## src/rtl/dmux_1byn_hs_if.sv

```systemverilog
// Bus bundle for dmux_1byn_hs: one producer-side handshake in and N consumer-side handshakes out.
// Handshake rule on every port: a word moves on a rising clk edge when valid && ready; valid is
// held with stable payload until it moves, and ready never looks at valid.
interface dmux_1byn_hs_if #(
    parameter int N      = 4,
    parameter int W      = 8,
    parameter int DCNT_W = 8
);
    localparam int SEL_W = (N > 1) ? $clog2(N) : 1;

    logic              in_valid;
    logic              in_ready;
    logic [W-1:0]      in_data;
    logic [SEL_W-1:0]  in_sel;
    logic              in_bcast;
    logic [N-1:0]      out_valid;
    logic [N-1:0]      out_ready;
    logic [N*W-1:0]    out_data;
    logic [DCNT_W-1:0] drop_cnt;

    modport master (
        output in_valid, in_data, in_sel, in_bcast, out_ready,
        input  in_ready, out_valid, out_data, drop_cnt
    );

    modport slave (
        input  in_valid, in_data, in_sel, in_bcast, out_ready,
        output in_ready, out_valid, out_data, drop_cnt
    );
endinterface

```

## src/rtl/dmux_1byn_hs.sv

```systemverilog
// Registered 1-to-N demultiplexer with a one-entry holding register per output channel,
// optional all-or-nothing broadcast, and a saturating counter of words sent to nonexistent channels.
module dmux_1byn_hs #(
    parameter int N      = 4,
    parameter int W      = 8,
    parameter int DCNT_W = 8
) (
    input  logic             clk,
    input  logic             rst,
    dmux_1byn_hs_if.slave    bus
);
    localparam int SEL_W = (N > 1) ? $clog2(N) : 1;

    logic [N-1:0]      valid_q;
    logic [N*W-1:0]    data_q;
    logic [DCNT_W-1:0] drop_q;

    logic [N-1:0] free;
    logic [N-1:0] load;
    logic         sel_ok;
    logic         in_ready_c;
    logic         xfer_in;
    logic         drop_inc;

    // A channel can take a new word if it is empty or is being emptied this same cycle.
    assign free     = ~valid_q | bus.out_ready;
    assign sel_ok   = (32'(bus.in_sel) < N);
    assign xfer_in  = bus.in_valid && in_ready_c;
    assign drop_inc = xfer_in && !bus.in_bcast && !sel_ok;

    always_comb begin
        in_ready_c = 1'b1;
        if (bus.in_bcast) begin
            in_ready_c = &free;
        end else if (sel_ok) begin
            in_ready_c = free[bus.in_sel];
        end
    end

    always_comb begin
        load = '0;
        for (int k = 0; k < N; k++) begin
            if (xfer_in && (bus.in_bcast || (sel_ok && bus.in_sel == SEL_W'(k)))) begin
                load[k] = 1'b1;
            end
        end
    end

    always_ff @(posedge clk or posedge rst) begin
        if (rst) begin
            valid_q <= '0;
            data_q  <= '0;
            drop_q  <= '0;
        end else begin
            for (int k = 0; k < N; k++) begin
                if (load[k]) begin
                    valid_q[k]         <= 1'b1;
                    data_q[k*W +: W]   <= bus.in_data;
                end else if (bus.out_ready[k]) begin
                    valid_q[k]         <= 1'b0;
                end
            end
            if (drop_inc && drop_q != '1) begin
                drop_q <= drop_q + DCNT_W'(1);
            end
        end
    end

    assign bus.in_ready  = in_ready_c;
    assign bus.out_valid = valid_q;
    assign bus.out_data  = data_q;
    assign bus.drop_cnt  = drop_q;
endmodule

```

## src/flat_wrapper.sv

```systemverilog
// flat-port wrapper written by rule: the top's interface ports become plain ports
module dmux_1byn_hs_flat 
#(
    parameter int N      = 4,
    parameter int W      = 8,
    parameter int DCNT_W = 8
)
  (clk, rst, bus_in_valid, bus_in_data, bus_in_sel, bus_in_bcast, bus_out_ready, bus_in_ready, bus_out_valid, bus_out_data, bus_drop_cnt);
  dmux_1byn_hs_if #(.N(N), .W(W), .DCNT_W(DCNT_W)) bus_i ();
  input  logic clk;
  input  logic rst;
  input wire logic [$bits(bus_i.in_valid)-1:0] bus_in_valid;
  input wire logic [$bits(bus_i.in_data)-1:0] bus_in_data;
  input wire logic [$bits(bus_i.in_sel)-1:0] bus_in_sel;
  input wire logic [$bits(bus_i.in_bcast)-1:0] bus_in_bcast;
  input wire logic [$bits(bus_i.out_ready)-1:0] bus_out_ready;
  output wire logic [$bits(bus_i.in_ready)-1:0] bus_in_ready;
  output wire logic [$bits(bus_i.out_valid)-1:0] bus_out_valid;
  output wire logic [$bits(bus_i.out_data)-1:0] bus_out_data;
  output wire logic [$bits(bus_i.drop_cnt)-1:0] bus_drop_cnt;
  assign bus_i.in_valid = bus_in_valid;
  assign bus_i.in_data = bus_in_data;
  assign bus_i.in_sel = bus_in_sel;
  assign bus_i.in_bcast = bus_in_bcast;
  assign bus_i.out_ready = bus_out_ready;
  assign bus_in_ready = bus_i.in_ready;
  assign bus_out_valid = bus_i.out_valid;
  assign bus_out_data = bus_i.out_data;
  assign bus_drop_cnt = bus_i.drop_cnt;
  dmux_1byn_hs #(.N(N), .W(W), .DCNT_W(DCNT_W)) u_core (.clk(clk), .rst(rst), .bus(bus_i));
endmodule
```

## config.mk

```make
export PLATFORM = sky130hd
export DESIGN_NAME = dmux_1byn_hs_flat
export DESIGN_NICKNAME = d
export VERILOG_FILES = /design/src/rtl/dmux_1byn_hs_if.sv /design/src/rtl/dmux_1byn_hs.sv /design/src/flat_wrapper.sv
export SDC_FILE = /design/constraint.sdc
export NUM_CORES = 1
export LEC_CHECK = 0
export ABC_CLOCK_PERIOD_IN_PS = 2900
export CORE_MARGIN = 2
export CORE_UTILIZATION = 47
export DETAILED_ROUTE_END_ITERATION = 10
export PLACE_DENSITY = 0.93
export SLEW_MARGIN = 20
export SYNTH_ARGS = -nofsm -noshare
export SYNTH_HDL_FRONTEND = slang
export SYNTH_SLANG_ARGS = --single-unit
```

## constraint.sdc

```tcl
create_clock -name clk -period 2.9 [get_ports clk]
set_clock_uncertainty 0.1 [all_clocks]
set_input_delay 0.58 -clock clk [delete_from_list [all_inputs] [get_ports clk]]
set_output_delay 0.58 -clock clk [all_outputs]
set_load 0.005 [all_outputs]
```

==> flow_metrics.env <==
export IMPL_status="completed"
export IMPL_die_x_um=63.2
export IMPL_yosys_area_top_type="dfrtp_1"
export IMPL_drtIter0Drc=15
export IMPL_setup_viol=0
export IMPL_num_antenna_cells=0
export IMPL_vias=1106
export IMPL_grt_usage_pct=20.6
export IMPL_gp_congestion=0.771
export IMPL_start_util_pct=49.0
export IMPL_drv_cap=0
export IMPL_clk_latency_ps=340
export IMPL_cp_max_fo=2
export IMPL_die_y_um=63.2
export IMPL_maxSlewViolCount=0
export IMPL_htreeDepth=2
export IMPL_hold_class="flip-flop to flip-flop"
export IMPL_synthCells=106
export IMPL_portBuffers=54
export IMPL_yosysMostFrequentCell="dfrtp_1"
export IMPL_clk_pin_slew_ps=110
export IMPL_ys_seq_elements=36
export IMPL_cts_tree="yes"
export IMPL_nNetsFinal=199
export IMPL_ant_nets=0
export IMPL_synth_top_area_share_pct=54.6
export IMPL_ys_flop_type="dfrtp_1"
export IMPL_start_kind="primary input"
export IMPL_cts_hold_buf=0
export IMPL_antenna_found_initial=0
export IMPL_synth_area_leaders="dfrtp_1 (55%), mux2_2 (19%), a221oi_4 (4.8%)"
export IMPL_drc=0
export IMPL_muxShareOfSynthArea_pct=22.8
export IMPL_post_cts_buffers=0
export IMPL_power_per_cell_area_nw_per_um2=759
export IMPL_drt_first_pass_iters=4
export IMPL_drive_gt1_share_pct=37.4
export IMPL_yosys_area_share_simple_pct=5.31
export IMPL_fmax_mhz=368
export IMPL_grt_pass1_vias=1222
export IMPL_ir_drop_v=0.000543
export IMPL_rows=21
export IMPL_cp_end_kind="primary output"
export IMPL_stdcell_count=228
export IMPL_via_per_inst=4.85
export IMPL_grt_max_degree=24
export IMPL_drt_total_wl_mm=3.67
export IMPL_area_delta_synth_final_pct=44.9
export IMPL_synth_compound_area_share_pct=12.1
export IMPL_yosysSeqAreaShare_pct=54.6
export IMPL_required_ps=2220
export IMPL_synth_edf_count=0
export IMPL_fin_hold_ws_ps=411
export IMPL_crit_type="primary input to primary output"
export IMPL_clockRootBuffer="clkbuf_4"
export IMPL_synth_async_sr_flop_share_pct=100
export IMPL_synth_top_family_by_area="multiplexers"
export IMPL_coreArea_sq_um=3360
export IMPL_dp_cells=220
export IMPL_numCtsBuffers=5
export IMPL_clk_path_buf_depth=2
export IMPL_ctsResizeCount=1
export IMPL_synth_fa_ha_area_share_pct=0
export IMPL_p_leak_nw=1.05
export IMPL_cp_arrival_ps=2040
export IMPL_dieArea_sq_um=4000
export IMPL_worstMarginPinSlew_ps=515
export IMPL_cts_sinks=36
export IMPL_grt_overflow_total=0
export IMPL_final_setup_tns_ps=0
export IMPL_syn_area_per_cell_sq_um=15.6
export IMPL_dpl_hpwl_mm=2.86
export IMPL_synthTopCellsByCount="dfrtp_1 (36), mux2_2 (28), buf_4 (8), inv_1 (5), mux2_4 (4)"
export IMPL_slew_headroom_pct=65.6
export IMPL_synth_xor_area_share_pct=0
export IMPL_finalCritPeriodShare_pct=93.7
export IMPL_period_needed_ps=2720
export IMPL_drt_wirelength_per_cell_um=16.1
export IMPL_num_io_pins=63
export IMPL_ys_warn_count=0
export IMPL_syn_area_sq_um=1650
export IMPL_yosysUniqueCellTypes=22
export IMPL_rsz0062_at_grt="false"
export IMPL_grt_pass1_wl_mm=6.23
export IMPL_hold_violations=0
==> registers in the layout (all words and copies together) (netlist names) <==
name / cells
u_core.bus.out_data: 32
u_core.bus.out_valid: 4
==> cells by family (layout without fill, tap and decap cells) <==
| family | Yosys count | count (layout) |
|---|---|---|
| flip-flops | 36 | 36 |
| AND/OR/NAND/NOR | 10 | 10 |
| buffers and inverters | 14 | 83 |
| multiplexers | 32 | 32 |
| AO/OA/AOI/OAI | 13 | 13 |
| other | 1 | 8 |
==> routing by layer <==
layer	routed length, um	vias up	global-route usage, %
li1	-	511	-
met1	1470	543	25.5
met2	1900	48	34.7
met3	265	4	7.14
met4	34	0	4.89
met5	0	-	0
==> layout by cell type (no fill, tap or decap) <==
cell type | netlist | layout
inv_6 | 0 | 1
nand4_4 | 1 | 1
or2b_1 | 1 | 1
o21ba_2 | 1 | 1
clkdlybuf4s50_1 | 0 | 53
clkinv_1 | 1 | 1
clkinv_2 | 0 | 1
a211oi_4 | 1 | 1
nor3_1 | 1 | 1
clkbuf_8 | 0 | 1
mux2_4 | 4 | 4
dlygate4sd2_1 | 0 | 1
conb_1 | 1 | 8
mux2_2 | 28 | 28
nand2_1 | 1 | 1
or2b_2 | 3 | 3
clkbuf_4 | 0 | 5
dfrtp_1 | 36 | 36
a21o_2 | 2 | 2
a221oi_4 | 3 | 3
a21o_1 | 2 | 2
buf_4 | 8 | 15
a21oi_1 | 2 | 2
or4bb_1 | 1 | 1
o211ai_4 | 1 | 1
nand2b_1 | 2 | 2
o221ai_4 | 1 | 1
inv_1 | 5 | 5
==> report_power, final <==
part	total (mW)	internal (mW)	leakage [nW]	switching [mW]
logic	0.749	0.513	0.588	0.236
clock network	0.293	0.120	0.0386	0.173
registers	0.772	0.671	0.424	0.101
total	1.81	1.30	1.05	0.510
==> per-stage QoR <==
| step | util (%) | setup slack [ps] | power, mW | instance area [sq um] |
|---|---|---|---|---|
| floorplan | - | 817 | 1.06 | 1680 |
| CTS | 71.1 | 167 | 1.84 | 2390 |
| global placement | 69.2 | -4.00 | 1.50 | 2330 |
| finish | 71.1 | 181 | 1.81 | 2390 |
| detailed placement | 69.2 | -31.2 | 1.54 | 2330 |
| global route | 71.1 | 125 | 1.92 | 2390 |
==> final timing paths <==
check                           slack [ps]  cells past startpoint                                   to                                start
worst max-delay path                   180                      5                         bus_in_ready                        bus_in_sel[1]
worst min-delay path                   410                      1  u_core.bus.out_valid[3]$_DFFE_PP0P_  u_core.bus.out_valid[3]$_DFFE_PP0P_
max in group asynchronous             1560                      3  u_core.bus.out_data[12]$_DFFE_PP0P_                                  rst
min in group asynchronous              450                      2  u_core.bus.out_data[21]$_DFFE_PP0P_                                  rst
worst min register to register         410                      1  u_core.bus.out_valid[3]$_DFFE_PP0P_  u_core.bus.out_valid[3]$_DFFE_PP0P_
worst max register to register         950                      6  u_core.bus.out_data[20]$_DFFE_PP0P_  u_core.bus.out_valid[2]$_DFFE_PP0P_
==> worst max-delay path, stage by stage <==
cell,delay (ps)
clkdlybuf4s50_1,490
or4bb_1,530
o221ai_4,90
nor3_1,80
dlygate4sd2_1,270
==> area by class of cell <==
| cell class | count | area (sq um) |
|---|---|---|
| clock buffers | 6 | 51.3 |
| clock inverters | 2 | 13.8 |
| fillers | 250 | 973 |
| inverters | 6 | 22.5 |
| multi-input cells | 63 | 692 |
| flip-flops and latches | 36 | 901 |
| well taps | 46 | 57.6 |
| repair buffers | 69 | 652 |
Note: power is estimated with default switching activity, not from simulation.
